--- src/rtl/control_sequencer_pkg.sv ---
// Shared types and constants for the edulent control sequencer: FSM states,
// control-word bit positions, opcode values and micro-ROM depth.
package control_pkg;

    typedef enum logic [2:0] {
        ST_FETCH,
        ST_DECODE,
        ST_EXEC,
        ST_HALT,
        ST_TRAP
    } state_t;

    localparam int CTRL_W = 8;

    // Bit positions inside the datapath control word
    localparam int CTRL_REG_RD  = 0;
    localparam int CTRL_REG_WE  = 1;
    localparam int CTRL_ADDR_LD = 2;
    localparam int CTRL_MEM_RD  = 3;
    localparam int CTRL_MEM_WR  = 4;
    localparam int CTRL_PC_INC  = 5;

    localparam logic [CTRL_W-1:0] CW_REG_RD  = CTRL_W'(1) << CTRL_REG_RD;
    localparam logic [CTRL_W-1:0] CW_REG_WE  = CTRL_W'(1) << CTRL_REG_WE;
    localparam logic [CTRL_W-1:0] CW_ADDR_LD = CTRL_W'(1) << CTRL_ADDR_LD;
    localparam logic [CTRL_W-1:0] CW_MEM_RD  = CTRL_W'(1) << CTRL_MEM_RD;
    localparam logic [CTRL_W-1:0] CW_MEM_WR  = CTRL_W'(1) << CTRL_MEM_WR;
    localparam logic [CTRL_W-1:0] CW_PC_INC  = CTRL_W'(1) << CTRL_PC_INC;

    // Opcodes known to the micro-ROM
    localparam logic [7:0] OP_NOP     = 8'h00;
    localparam logic [7:0] OP_RMOV_11 = 8'h11;
    localparam logic [7:0] OP_RMOV_13 = 8'h13;
    localparam logic [7:0] OP_RMOV_19 = 8'h19;
    localparam logic [7:0] OP_RMOV_1B = 8'h1B;
    localparam logic [7:0] OP_RMOV_21 = 8'h21;
    localparam logic [7:0] OP_RMOV_23 = 8'h23;
    localparam logic [7:0] OP_MLD_14  = 8'h14;
    localparam logic [7:0] OP_MLD_1C  = 8'h1C;
    localparam logic [7:0] OP_MLD_1E  = 8'h1E;
    localparam logic [7:0] OP_MST_2C  = 8'h2C;
    localparam logic [7:0] OP_MST_2E  = 8'h2E;
    localparam logic [7:0] OP_HALT    = 8'h76;

    // Longest micro-program held in the ROM
    localparam int ROM_MAX_STEPS = 3;

endpackage

--- src/rtl/control_sequencer_if.sv ---
// Bus between the memory/instruction-register side and the sequencer,
// together with the control outputs the sequencer drives to the datapath.
interface control_sequencer_if #(
    parameter int OPCODE_W = 8,
    parameter int STEP_W   = 2
);
    import control_pkg::*;

    logic [OPCODE_W-1:0] i_opcode;
    logic                i_mem_ready;
    logic                i_resume;
    logic [CTRL_W-1:0]   o_ctrl;
    logic [STEP_W-1:0]   o_step;
    logic                o_fetch;
    logic                next_instr;
    logic                o_halted;
    logic                o_illegal;

    modport master (
        input  i_opcode, i_mem_ready, i_resume,
        output o_ctrl, o_step, o_fetch, next_instr, o_halted, o_illegal
    );

    modport slave (
        output i_opcode, i_mem_ready, i_resume,
        input  o_ctrl, o_step, o_fetch, next_instr, o_halted, o_illegal
    );

endinterface

--- src/rtl/control_sequencer_micro_rom.sv ---
// Combinational micro-ROM: opcode and EXEC step select a control word; the
// opcode alone gives the step count and whether it is a legal instruction.
module micro_rom
    import control_pkg::*;
#(
    parameter int OPCODE_W  = 8,
    parameter int MAX_STEPS = 4,
    parameter int STEP_W    = (MAX_STEPS > 1) ? $clog2(MAX_STEPS) : 1
) (
    input  logic [OPCODE_W-1:0] opcode,
    input  logic [STEP_W-1:0]   step,
    output logic [CTRL_W-1:0]   ctrl,
    output logic [STEP_W:0]     n_steps,
    output logic                legal
);

    if (ROM_MAX_STEPS > MAX_STEPS) begin : g_rom_too_deep
        $error("micro_rom: a ROM entry needs %0d steps but MAX_STEPS is %0d",
               ROM_MAX_STEPS, MAX_STEPS);
    end

    // Table lookup; steps beyond an opcode's count read as an idle word
    always_comb begin
        ctrl    = '0;
        n_steps = '0;
        legal   = 1'b0;
        case (opcode)
            OPCODE_W'(OP_NOP): begin
                legal   = 1'b1;
                n_steps = (STEP_W+1)'(1);
            end
            OPCODE_W'(OP_RMOV_11), OPCODE_W'(OP_RMOV_13), OPCODE_W'(OP_RMOV_19),
            OPCODE_W'(OP_RMOV_1B), OPCODE_W'(OP_RMOV_21), OPCODE_W'(OP_RMOV_23): begin
                legal   = 1'b1;
                n_steps = (STEP_W+1)'(2);
                if (step == STEP_W'(0))      ctrl = CW_REG_RD;
                else if (step == STEP_W'(1)) ctrl = CW_REG_WE | CW_PC_INC;
            end
            OPCODE_W'(OP_MLD_14), OPCODE_W'(OP_MLD_1C), OPCODE_W'(OP_MLD_1E): begin
                legal   = 1'b1;
                n_steps = (STEP_W+1)'(3);
                if (step == STEP_W'(0))      ctrl = CW_ADDR_LD;
                else if (step == STEP_W'(1)) ctrl = CW_MEM_RD;
                else if (step == STEP_W'(2)) ctrl = CW_REG_WE | CW_PC_INC;
            end
            OPCODE_W'(OP_MST_2C), OPCODE_W'(OP_MST_2E): begin
                legal   = 1'b1;
                n_steps = (STEP_W+1)'(3);
                if (step == STEP_W'(0))      ctrl = CW_ADDR_LD;
                else if (step == STEP_W'(1)) ctrl = CW_MEM_WR;
                else if (step == STEP_W'(2)) ctrl = CW_REG_WE | CW_PC_INC;
            end
            default: begin
                legal = 1'b0;
            end
        endcase
    end

endmodule

--- src/rtl/control_sequencer.sv ---
// Multi-cycle FETCH/DECODE/EXEC sequencer with memory wait-state stalls,
// HALT/resume and a sticky illegal-opcode trap. All outputs are registered.
module control_sequencer
    import control_pkg::*;
#(
    parameter int OPCODE_W  = 8,
    parameter int MAX_STEPS = 4,
    parameter int STEP_W    = (MAX_STEPS > 1) ? $clog2(MAX_STEPS) : 1
) (
    input  logic                i_clk,
    input  logic                i_rst,
    control_sequencer_if.master bus
);

    state_t              state;
    logic [OPCODE_W-1:0] ir;
    logic [STEP_W-1:0]   step;
    logic [STEP_W-1:0]   rom_step;
    logic [CTRL_W-1:0]   rom_ctrl;
    logic [STEP_W:0]     rom_n;
    logic                rom_legal;
    logic                mem_step;
    logic                last_step;

    // The ROM is addressed with the step about to be entered, so the
    // control word can be registered on the same edge the step changes.
    assign rom_step  = (state == ST_EXEC) ? step + STEP_W'(1) : '0;
    assign mem_step  = bus.o_ctrl[CTRL_MEM_RD] | bus.o_ctrl[CTRL_MEM_WR];
    assign last_step = ({1'b0, step} == rom_n - (STEP_W+1)'(1));
    assign bus.o_step = step;

    micro_rom #(
        .OPCODE_W  (OPCODE_W),
        .MAX_STEPS (MAX_STEPS),
        .STEP_W    (STEP_W)
    ) u_rom (
        .opcode  (ir),
        .step    (rom_step),
        .ctrl    (rom_ctrl),
        .n_steps (rom_n),
        .legal   (rom_legal)
    );

    // Sequencer state machine with registered control outputs
    always_ff @(posedge i_clk or posedge i_rst) begin
        if (i_rst) begin
            state          <= ST_FETCH;
            ir             <= '0;
            step           <= '0;
            bus.o_ctrl     <= '0;
            bus.o_fetch    <= 1'b1;
            bus.next_instr <= 1'b0;
            bus.o_halted   <= 1'b0;
            bus.o_illegal  <= 1'b0;
        end else begin
            bus.next_instr <= 1'b0;
            case (state)
                ST_FETCH: begin
                    if (bus.i_mem_ready) begin
                        ir          <= bus.i_opcode;
                        bus.o_fetch <= 1'b0;
                        state       <= ST_DECODE;
                    end
                end
                ST_DECODE: begin
                    if (ir == OPCODE_W'(OP_HALT)) begin
                        bus.o_halted <= 1'b1;
                        state        <= ST_HALT;
                    end else if (!rom_legal) begin
                        bus.o_illegal <= 1'b1;
                        state         <= ST_TRAP;
                    end else begin
                        step       <= '0;
                        bus.o_ctrl <= rom_ctrl;
                        state      <= ST_EXEC;
                    end
                end
                ST_EXEC: begin
                    // Memory steps hold until the access completes
                    if (!mem_step || bus.i_mem_ready) begin
                        if (last_step) begin
                            step           <= '0;
                            bus.o_ctrl     <= '0;
                            bus.o_fetch    <= 1'b1;
                            bus.next_instr <= 1'b1;
                            state          <= ST_FETCH;
                        end else begin
                            step       <= step + STEP_W'(1);
                            bus.o_ctrl <= rom_ctrl;
                        end
                    end
                end
                ST_HALT: begin
                    if (bus.i_resume) begin
                        bus.o_halted   <= 1'b0;
                        bus.o_fetch    <= 1'b1;
                        bus.next_instr <= 1'b1;
                        state          <= ST_FETCH;
                    end
                end
                ST_TRAP: begin
                    // Only reset leaves the trap
                    state <= ST_TRAP;
                end
                default: begin
                    step       <= '0;
                    bus.o_ctrl <= '0;
                    bus.o_fetch <= 1'b1;
                    state      <= ST_FETCH;
                end
            endcase
        end
    end

endmodule

--- src/flat_wrapper.sv ---
// flat-port wrapper written by rule: the top's interface ports become plain ports
module control_sequencer_flat import control_pkg::*;
#(
    parameter int OPCODE_W  = 8,
    parameter int MAX_STEPS = 4,
    parameter int STEP_W    = (MAX_STEPS > 1) ? $clog2(MAX_STEPS) : 1
)
  (i_clk, i_rst, bus_i_opcode, bus_i_mem_ready, bus_i_resume, bus_o_ctrl, bus_o_step, bus_o_fetch, bus_next_instr, bus_o_halted, bus_o_illegal);
  control_sequencer_if #(.OPCODE_W(OPCODE_W), .STEP_W(STEP_W)) bus_i ();
  input  logic i_clk;
  input  logic i_rst;
  input wire logic [$bits(bus_i.i_opcode)-1:0] bus_i_opcode;
  input wire logic [$bits(bus_i.i_mem_ready)-1:0] bus_i_mem_ready;
  input wire logic [$bits(bus_i.i_resume)-1:0] bus_i_resume;
  output wire logic [$bits(bus_i.o_ctrl)-1:0] bus_o_ctrl;
  output wire logic [$bits(bus_i.o_step)-1:0] bus_o_step;
  output wire logic [$bits(bus_i.o_fetch)-1:0] bus_o_fetch;
  output wire logic [$bits(bus_i.next_instr)-1:0] bus_next_instr;
  output wire logic [$bits(bus_i.o_halted)-1:0] bus_o_halted;
  output wire logic [$bits(bus_i.o_illegal)-1:0] bus_o_illegal;
  assign bus_i.i_opcode = bus_i_opcode;
  assign bus_i.i_mem_ready = bus_i_mem_ready;
  assign bus_i.i_resume = bus_i_resume;
  assign bus_o_ctrl = bus_i.o_ctrl;
  assign bus_o_step = bus_i.o_step;
  assign bus_o_fetch = bus_i.o_fetch;
  assign bus_next_instr = bus_i.next_instr;
  assign bus_o_halted = bus_i.o_halted;
  assign bus_o_illegal = bus_i.o_illegal;
  control_sequencer #(.OPCODE_W(OPCODE_W), .MAX_STEPS(MAX_STEPS), .STEP_W(STEP_W)) u_core (.i_clk(i_clk), .i_rst(i_rst), .bus(bus_i));
endmodule
--- config.mk ---
export PLATFORM = sky130hd
export DESIGN_NAME = control_sequencer_flat
export DESIGN_NICKNAME = d
export VERILOG_FILES = /design/src/rtl/control_sequencer_pkg.sv /design/src/rtl/control_sequencer_if.sv /design/src/rtl/control_sequencer_micro_rom.sv /design/src/rtl/control_sequencer.sv /design/src/flat_wrapper.sv
export SDC_FILE = /design/constraint.sdc
export NUM_CORES = 1
export LEC_CHECK = 0
export BUFFER_PORTS_ARGS = -buffer_cell sky130_fd_sc_hd__clkbuf_2
export CAP_MARGIN = 20
export CORE_UTILIZATION = 30
export DETAILED_ROUTE_END_ITERATION = 7
export GPL_TIMING_DRIVEN = 0
export PLACE_DENSITY = 0.52
export SYNTH_ARGS = -nofsm -noshare
export SYNTH_HDL_FRONTEND = slang
export SYNTH_SLANG_ARGS = --single-unit
--- constraint.sdc ---
create_clock -name i_clk -period 3.3 [get_ports i_clk]
set_input_delay 0.165 -clock i_clk [delete_from_list [all_inputs] [get_ports i_clk]]
set_output_delay 0.165 -clock i_clk [all_outputs]
set_load 0.01 [all_outputs]
* After elaboration in Yosys (flattened, before gate mapping)
Index checks and enable logic that the tools add are counted.
** Storage, ports and cells
- Register bits :: 25
- Input bits :: 12
- Word-level logic and storage cells :: 100
** Operators by class
- Add/sub/neg operators :: 2
- Equal/unequal tests :: 26
- Multiplexer cells :: 40
- Bitwise gates (word level) :: 5
- Reductions and logical operators :: 19
** Operator list (count)
- $eq 8x5->1 const B :: 7
- $mux 8 :: 6
- $pmux 8 s3 :: 2
- $eq 8x6->1 const B :: 4
- $mux 6 :: 5
- $mux 3 :: 6
- $pmux 3 s5 :: 1
- $pmux 2 s3 :: 2
- $reduce_or 12->1 :: 1
- $mux 1 :: 10
- $mux 2 :: 5
- $eq 8x7->1 const B :: 1
- $logic_not 8->1 :: 1
- $ne 2x2->1 const B :: 4
- $reduce_and 4->1 :: 2
- $eq 3x2->1 const B :: 2
- $ne 2x1->1 const B :: 3
- $reduce_and 3->1 :: 2
- $reduce_or 3->1 :: 2
- $reduce_or 6->1 :: 1
- $reduce_and 5->1 :: 1
- $reduce_or 5->1 :: 1
- $not 1->1 :: 4
- $pmux 1 s2 :: 2
- other kinds (16) :: 17

* Longest topological paths before layout
Gate-level depths: netlist of run 1.
- Word-level depth :: 10
- Depth in mapped cells :: 11
- Gate-level depth less buffers :: 10

* By module
A second synthesis of run 1 with hierarchy kept.
** Second synthesis, totals
- Cells, all modules :: 154
- Area, all modules :: 1529.0 µm²
** Modules (own cells, without submodules)
- control_sequencer :: instances 1, cells an instance 124, area an instance 1323.8 µm²
- micro_rom :: instances 1, cells an instance 30, area an instance 205.2 µm²

* Worst setup path after synthesis of run 1
Ideal clock, no wire load.
- Path kind :: register -> register
- From :: reg u_core.ir[2]
- To :: reg u_core.bus.next_instr
- Arrival time :: 2.326 ns
- Required time :: 3.180 ns
- Path slack :: 0.855 ns
- Cell stages (with the launch flop) :: 10
- Period minus slack after synthesis :: 2.445 ns
- Cell sequence :: dfrtp_1 > buf_6 > or4b_4 > a21oi_1 > nor2_1 > ha_1 > xnor2_1 > nor4_1 > mux2_4 > a31o_1
** On the way
- Word-level cells in the longest chain between the ends :: 8
- Elaborated cells between the ends (all ways) :: 20
** Ends and longest elaborated chain
- start, declared :: line control_sequencer.sv:16 : logic [OPCODE_W-1:0] ir;
- start signal, assigned :: line control_sequencer.sv:60 : ir <= bus.i_opcode;
- $eq 8x5->1 / $eq 8x6->1 (equally long branches) :: line control_sequencer_micro_rom.sv:27 : case (opcode)
- $reduce_or 6->1 / $reduce_or 5->1 (equally long branches)
- $pmux 2 s3 * :: line control_sequencer_micro_rom.sv:27
- $sub 2x1->3 * :: line control_sequencer.sv:29 : assign last_step = ({1'b0, step} == rom_n - (STEP_W+1)'(1));
- $eq 2x3->1 * :: line control_sequencer.sv:29
- $mux 1 * :: line control_sequencer.sv:81 : if (last_step) begin
- $mux 1 * :: line control_sequencer.sv:80 : if (!mem_step || bus.i_mem_ready) begin
- $pmux 1 s2 * :: line control_sequencer.sv:57 : case (state)
- end signal, assigned :: line control_sequencer.sv:52 : bus.next_instr <= 1'b0;
- end signal, assigned :: line control_sequencer.sv:56 : bus.next_instr <= 1'b0;
- end signal, assigned :: line control_sequencer.sv:85 : bus.next_instr <= 1'b1;
- end, declared :: line control_sequencer_if.sv:21 : output o_ctrl, o_step, o_fetch, next_instr, o_halted, o_illegal
Mark *: on every way between the ends. The rest lies on a longest branch, timed or not.
A chain may end at the register's enable or synchronous reset.

* Worst setup path in the final report of run 1
- From :: reg u_core.ir[7]
- To :: reg u_core.bus.o_ctrl[4]
** On the way
- Word-level cells in the longest chain between the ends :: 8
- Elaborated cells between the ends (all ways) :: 31
** Ends and longest elaborated chain
- $eq 8x5->1 / $eq 8x6->1 (equally long branches) :: line control_sequencer_micro_rom.sv:27
- $reduce_or 6->1 / $reduce_or 5->1 (equally long branches)
- $pmux 2 s3 :: line control_sequencer_micro_rom.sv:27
- $sub 2x1->3 :: line control_sequencer.sv:29
- $eq 2x3->1 :: line control_sequencer.sv:29
- $mux 8 :: line control_sequencer.sv:81
- $mux 8 :: line control_sequencer.sv:80
- $pmux 8 s3 :: line control_sequencer.sv:57
- end signal, assigned :: line control_sequencer.sv:74 : bus.o_ctrl <= rom_ctrl;
- end signal, assigned :: line control_sequencer.sv:89 : bus.o_ctrl <= rom_ctrl;
- end, declared :: line control_sequencer_if.sv:21
Several ways; a longest one is shown, not always the timed one. The select of a mux whose other input is x is not followed.

==> results.sh, run 1 <==
export IMPL_status="finished clean"
export IMPL_cts_tree="yes"
export IMPL_critPathKind="flop to flop"
export IMPL_clkTransAtPathRegs_ps=90
export IMPL_finalSetupViolCount=0
export IMPL_r2r_cells=9
export IMPL_vias=1156
export IMPL_hpwl_um=2390
export IMPL_ys_async_sr_fraction_pct=100
export IMPL_hold_class="input port to async pin"
export IMPL_drc=0
export IMPL_ioPinCount=26
export IMPL_grt_use_total_pct=14.1
export IMPL_dr_pass1_iters=4
export IMPL_synth_edf_count=0
export IMPL_slew_viol_final=0
export IMPL_grt_start_max_net_pins=23
export IMPL_irDropWorstVdd_mv=0.334
export IMPL_htree_levels=1
export IMPL_root_buffer="clkbuf_8"
export IMPL_skew_ps=12.6
export IMPL_layout_common_cells="clkbuf_2 (23), dfrtp_1 (21), nor2_1 (10), mux2_2 (9), inv_1 (8)"
export IMPL_maxCapViolCount=0
export IMPL_rsz0062_at_grt="false"
export IMPL_fp_row_count=24
export IMPL_antenna_found_initial=0
export IMPL_grt_pass1_vias=1224
export IMPL_drive_above_1_share_pct=32.9
export IMPL_wl_per_cell_um=14.5
export IMPL_path_max_fanout=9
export IMPL_postCtsHoldBufs=0
export IMPL_cts_setup_buffers=0
export IMPL_finalWirelength_um=3220
export IMPL_maxSlewHeadroom_pct=42.0
export IMPL_place_gp_congestion=0.847
export IMPL_synth_seq_cells=22
export IMPL_grt_overflow=0
export IMPL_dieHeight_um=70.3
export IMPL_synth_distinct_cells=53
export IMPL_syn_to_final_growth_pct=17.1
export IMPL_clockBufferDepth=2
export IMPL_dieArea_um2=4940
export IMPL_port_buffers=23
export IMPL_rrSetupSlack_ps=400
export IMPL_setup_tns_ps=0
export IMPL_drt_initial_drc_count=37
export IMPL_cp_required_ps=3500
export IMPL_hold_violations=0
export IMPL_grt_pass1_wl_um=5620
export IMPL_final_cells=222
export IMPL_synth_area_per_cell_um2=9.84
export IMPL_tightest_slew_ps=870
export IMPL_dieWidth_um=70.3
export IMPL_ant_nets=0
export IMPL_ys_flop_type="dfrtp_1"
export IMPL_coreArea_um2=4410
export IMPL_synthCells=142
export IMPL_num_antenna_cells=0
export IMPL_max_freq_ghz=0.345
export IMPL_min_period_over_period_pct=87.9
export IMPL_cts_resized=0
export IMPL_fin_crit_ps=2900
export IMPL_crit_path_end_kind="flop"
export IMPL_synth_seq_area_share_pct=39.5
export IMPL_via_per_inst=5.21
export IMPL_cts_buffers=3
export IMPL_yosysWarnings=0
export IMPL_syn_area_um2=1400
export IMPL_critPathArrivalTime_ps=3110
export IMPL_final_net_count=184
export IMPL_numPlacedInstances=218
export IMPL_power_w=0.00120
export IMPL_start_util_pct=31.7
export IMPL_final_common_cell="clkbuf_2"
export IMPL_clk_latency_ps=270
export IMPL_cp_start_kind="flop"
export IMPL_leakage_nw=0.703
export IMPL_cts_sinks=22
export IMPL_powerDensity_nw_per_um2=735
critical path, stage by stage (launching register included):
cell and delay (ps):
dfrtp_1 430, nor3_1 380, a21boi_0 480, nand2_4 180, ha_1 320, xnor2_1 270, nor2_1 150, a31oi_1 320
nand4_1 150, mux2i_1 140
logic make-up after synthesis:
group           Yosys count  synth area share [%]
mux                      15                  12.6
xor+xnor                  3                  1.88
compound gates           32                  16.7
simple gates             50                  21.8
other cells               1                 0.268
buf+inv                  18                  6.36
fa+ha+maj                 1                 0.895
flops                    22                  39.5
cells in the mapped netlist (2+ instances only):
| library cell | number | area (um2) |
|---|---|---|
| nor3_1 | 2 | 10.0 |
| nand3b_1 | 2 | 15.0 |
| nor2b_1 | 4 | 25.0 |
| o22ai_1 | 3 | 18.8 |
| nand2_1 | 6 | 22.5 |
| mux2_4 | 3 | 45.0 |
| nor2_1 | 10 | 37.5 |
| o21bai_1 | 2 | 15.0 |
| mux2i_1 | 3 | 30.0 |
| dfrtp_1 | 21 | 526 |
| inv_1 | 8 | 30.0 |
| a21oi_1 | 7 | 35.0 |
| clkbuf_1 | 4 | 15.0 |
| nor4_1 | 2 | 12.5 |
| mux2_2 | 9 | 101 |
| nand3_1 | 4 | 20.0 |
| nand4_1 | 3 | 18.8 |
| xor2_1 | 2 | 17.5 |
| buf_2 | 2 | 10.0 |
| nand2b_1 | 3 | 18.8 |
| a2bb2oi_1 | 2 | 17.5 |
| o21ai_0 | 7 | 35.0 |
| buf_4 | 3 | 22.5 |
where the power goes:
group | internal (W) | switching (W)
sequential | 0.000346 | 0.0000626
clock | 0.000107 | 0.0000962
combinational | 0.000259 | 0.000332
worst paths after layout:
check	start	end
setup / recovery	u_core.ir[7]	u_core.bus.o_ctrl[4]
hold / removal	i_rst	u_core.ir[2]
setup reg to reg	u_core.ir[7]	u_core.bus.o_ctrl[4]
hold reg to reg	u_core.bus.o_illegal	u_core.bus.o_illegal
max in group asynchronous	i_rst	u_core.bus.o_halted
min in group i_clk	bus_i_opcode[5]	u_core.ir[5]
through the flow:
step	hold slack (ps)	setup slack (ps)	cell area (um2)	util, %
after floorplan	153	855	1400	-
after global placement	358	555	1580	35.8
after detailed placement	372	468	1580	35.8
after CTS	79.2	451	1640	37.1
after global routing	127	142	1640	37.1
final	38.5	399	1640	37.1
flip-flops by register name (all words and copies together) (netlist names):
name and count:
u_core.bus.next_instr 1, u_core.bus.o_ctrl 5, u_core.bus.o_fetch 1, u_core.bus.o_halted 1, u_core.bus.o_illegal 1, u_core.bus.o_step 2
u_core.ir 8, u_core.state 3
routing by layer:
| metal | GRT usage [%] | wire length, um | share of wire, % |
|---|---|---|---|
| met5 | 0 | 0 | 0 |
| met4 | 6.44 | 63 | 2.0 |
| met3 | 2.89 | 142 | 4.4 |
| met2 | 22.4 | 1450 | 45 |
| met1 | 18.3 | 1560 | 49 |
cell type report:
class,count,area (um2)
multi-input combinational,103,761
timing repair buffer,23,115
clock buffer,4,55.1
inverter,8,30.0
buffer,10,58.8
tap,52,65.1
fill,461,2780
sequential,22,552
(Power assumes the default switching activity.)
==> inputs of run 2 (changes only) <==
CORE_UTILIZATION = 46   (was 30)
PLACE_DENSITY = 0.68   (was 0.52)
==> results.sh, run 2 (synthesis gave the netlist of run 1 again) <==
export IMPL_status="finished, violations left"
export IMPL_violations="DRC, hold timing"
export IMPL_maxCapViolCount=0
export IMPL_cp_common_cell="nor2_1"
export IMPL_leakage_nw=0.689
export IMPL_cp_start_kind="flop"
export IMPL_cp_required_ps=3540
export IMPL_clkTransAtPathRegs_ps=130
export IMPL_path_max_fanout=9
export IMPL_syn_to_final_growth_pct=13.2
export IMPL_max_freq_ghz=0.356
export IMPL_setup_tns_ps=0
export IMPL_postCtsHoldBufs=0
export IMPL_rsz0062_at_grt="false"
export IMPL_crit_path_end_kind="flop"
export IMPL_cts_tree="yes"
export IMPL_cts_resized=0
export IMPL_cts_sinks=22
export IMPL_layout_common_cells="clkbuf_2 (23), dfrtp_1 (21), nor2_1 (10), mux2_2 (9), inv_1 (8)"
export IMPL_slew_viol_final=0
export IMPL_grt_pass1_wl_um=5090
export IMPL_critPathKind="flop to flop"
export IMPL_slowest_stage="or4b_4"
export IMPL_drc=2
export IMPL_fin_crit_ps=2810
export IMPL_crit_cells=10
export IMPL_place_gp_congestion=0.863
export IMPL_final_cells=201
export IMPL_cts_setup_buffers=0
export IMPL_root_buffer="clkbuf_4"
export IMPL_grt_use_total_pct=19.8
export IMPL_hold_violations=18
export IMPL_dieHeight_um=57.1
export IMPL_finalSetupViolCount=0
export IMPL_crit_path_max_incr_delay_ps=540
export IMPL_rrSetupSlack_ps=490
export IMPL_largest_register_ffs=8
export IMPL_num_antenna_cells=0
export IMPL_cts_buffers=3
export IMPL_via_per_inst=5.67
export IMPL_min_period_over_period_pct=85.1
export IMPL_tightest_slew_ps=842
export IMPL_grt_overflow=0
export IMPL_final_common_cell="clkbuf_2"
export IMPL_ant_nets=0
export IMPL_grt_pass1_vias=1151
export IMPL_numPlacedInstances=197
export IMPL_start_util_pct=49.4
export IMPL_clockBufferDepth=2
export IMPL_timing_rr_end="u_core.bus.o_ctrl[4]"
export IMPL_final_net_count=184
export IMPL_worst_path_buf_inv=1
export IMPL_hpwl_um=2160
export IMPL_finalWirelength_um=2900
export IMPL_fp_row_count=19
export IMPL_drive_above_1_share_pct=32.4
export IMPL_clk_latency_ps=310
export IMPL_top_regs="u_core.ir: 8 flops, u_core.bus.o_ctrl: 5 flops, u_core.state: 3 flops"
export IMPL_powerDensity_nw_per_um2=709
export IMPL_dr_pass1_iters=6
export IMPL_hold_ws_ps=-19.7
export IMPL_dp_worst_setup_slack_ps=499
export IMPL_r2r_start="u_core.ir[2]"
export IMPL_path_cells="buf_6 -> or4b_4 -> a21oi_1 -> nor2_1 -> ha_1 -> xnor2_1 -> nor2_1 -> a31oi_1 -> nand4_1 -> mux2i_1"
export IMPL_htree_levels=1
export IMPL_hold_class="input port to async pin"
export IMPL_power_w=0.00112
export IMPL_antenna_found_initial=0
export IMPL_grt_start_max_net_pins=23
export IMPL_irDropWorstVdd_mv=0.326
export IMPL_wl_per_cell_um=14.4
export IMPL_dieWidth_um=57.1
export IMPL_drt_initial_drc_count=50
export IMPL_ioPinCount=26
export IMPL_critPathArrivalTime_ps=3050
export IMPL_port_buffers=23
export IMPL_worst_slack_ps=490
export IMPL_maxSlewHeadroom_pct=43.8
export IMPL_dieArea_um2=3260
export IMPL_r2r_cells=10
export IMPL_coreArea_um2=2830
export IMPL_skew_ps=10.4
export IMPL_path_delay_family="simple AND/OR/NAND/NOR gates"
export IMPL_vias=1139
export IMPL_top_register="u_core.ir"
run 2: worst max-delay path by stage:
| stage | from | end |
|---|---|---|
| floorplan | u_core.ir[2] | u_core.bus.next_instr |
| global placement | u_core.ir[2] | u_core.bus.o_ctrl[4] |
| detailed placement | u_core.ir[2] | u_core.bus.o_ctrl[4] |
| CTS | u_core.ir[2] | u_core.bus.o_ctrl[4] |
| global route | u_core.ir[0] | u_core.bus.o_ctrl[4] |
| finish | u_core.ir[2] | u_core.bus.o_ctrl[4] |
run 2: layout make-up:
cell class / count / area [um2]
multi-input cells: 103 / 761
well taps: 31 / 38.8
fillers: 260 / 1250
clock buffers: 4 / 26.3
repair buffers: 23 / 115
flip-flops and latches: 22 / 552
plain buffers: 10 / 58.8
inverters: 8 / 30.0
run 2: stage by stage:
stage / instance area (um2) / hold slack, ps / utilization (%)
floorplan: 1400 / 153 / -
finish: 1580 / -19.7 / 55.9
global placement: 1560 / 347 / 55.0
detailed placement: 1560 / 366 / 55.0
global route: 1580 / 65.1 / 55.9
CTS: 1580 / 16.1 / 55.9
run 2: layer usage:
metal  track usage [%]  vias to the layer above  wire length, um
li1                  -                      564                -
met4              5.92                        0               24
met5                 0                        -                0
met1              25.1                      534             1330
met2              35.1                       37             1390
met3              2.72                        4              153
run 2: where the power goes:
part	internal, W	switching (W)
Clock	0.0000471	0.0000816
Combinational	0.000259	0.000324
Sequential	0.000346	0.0000634
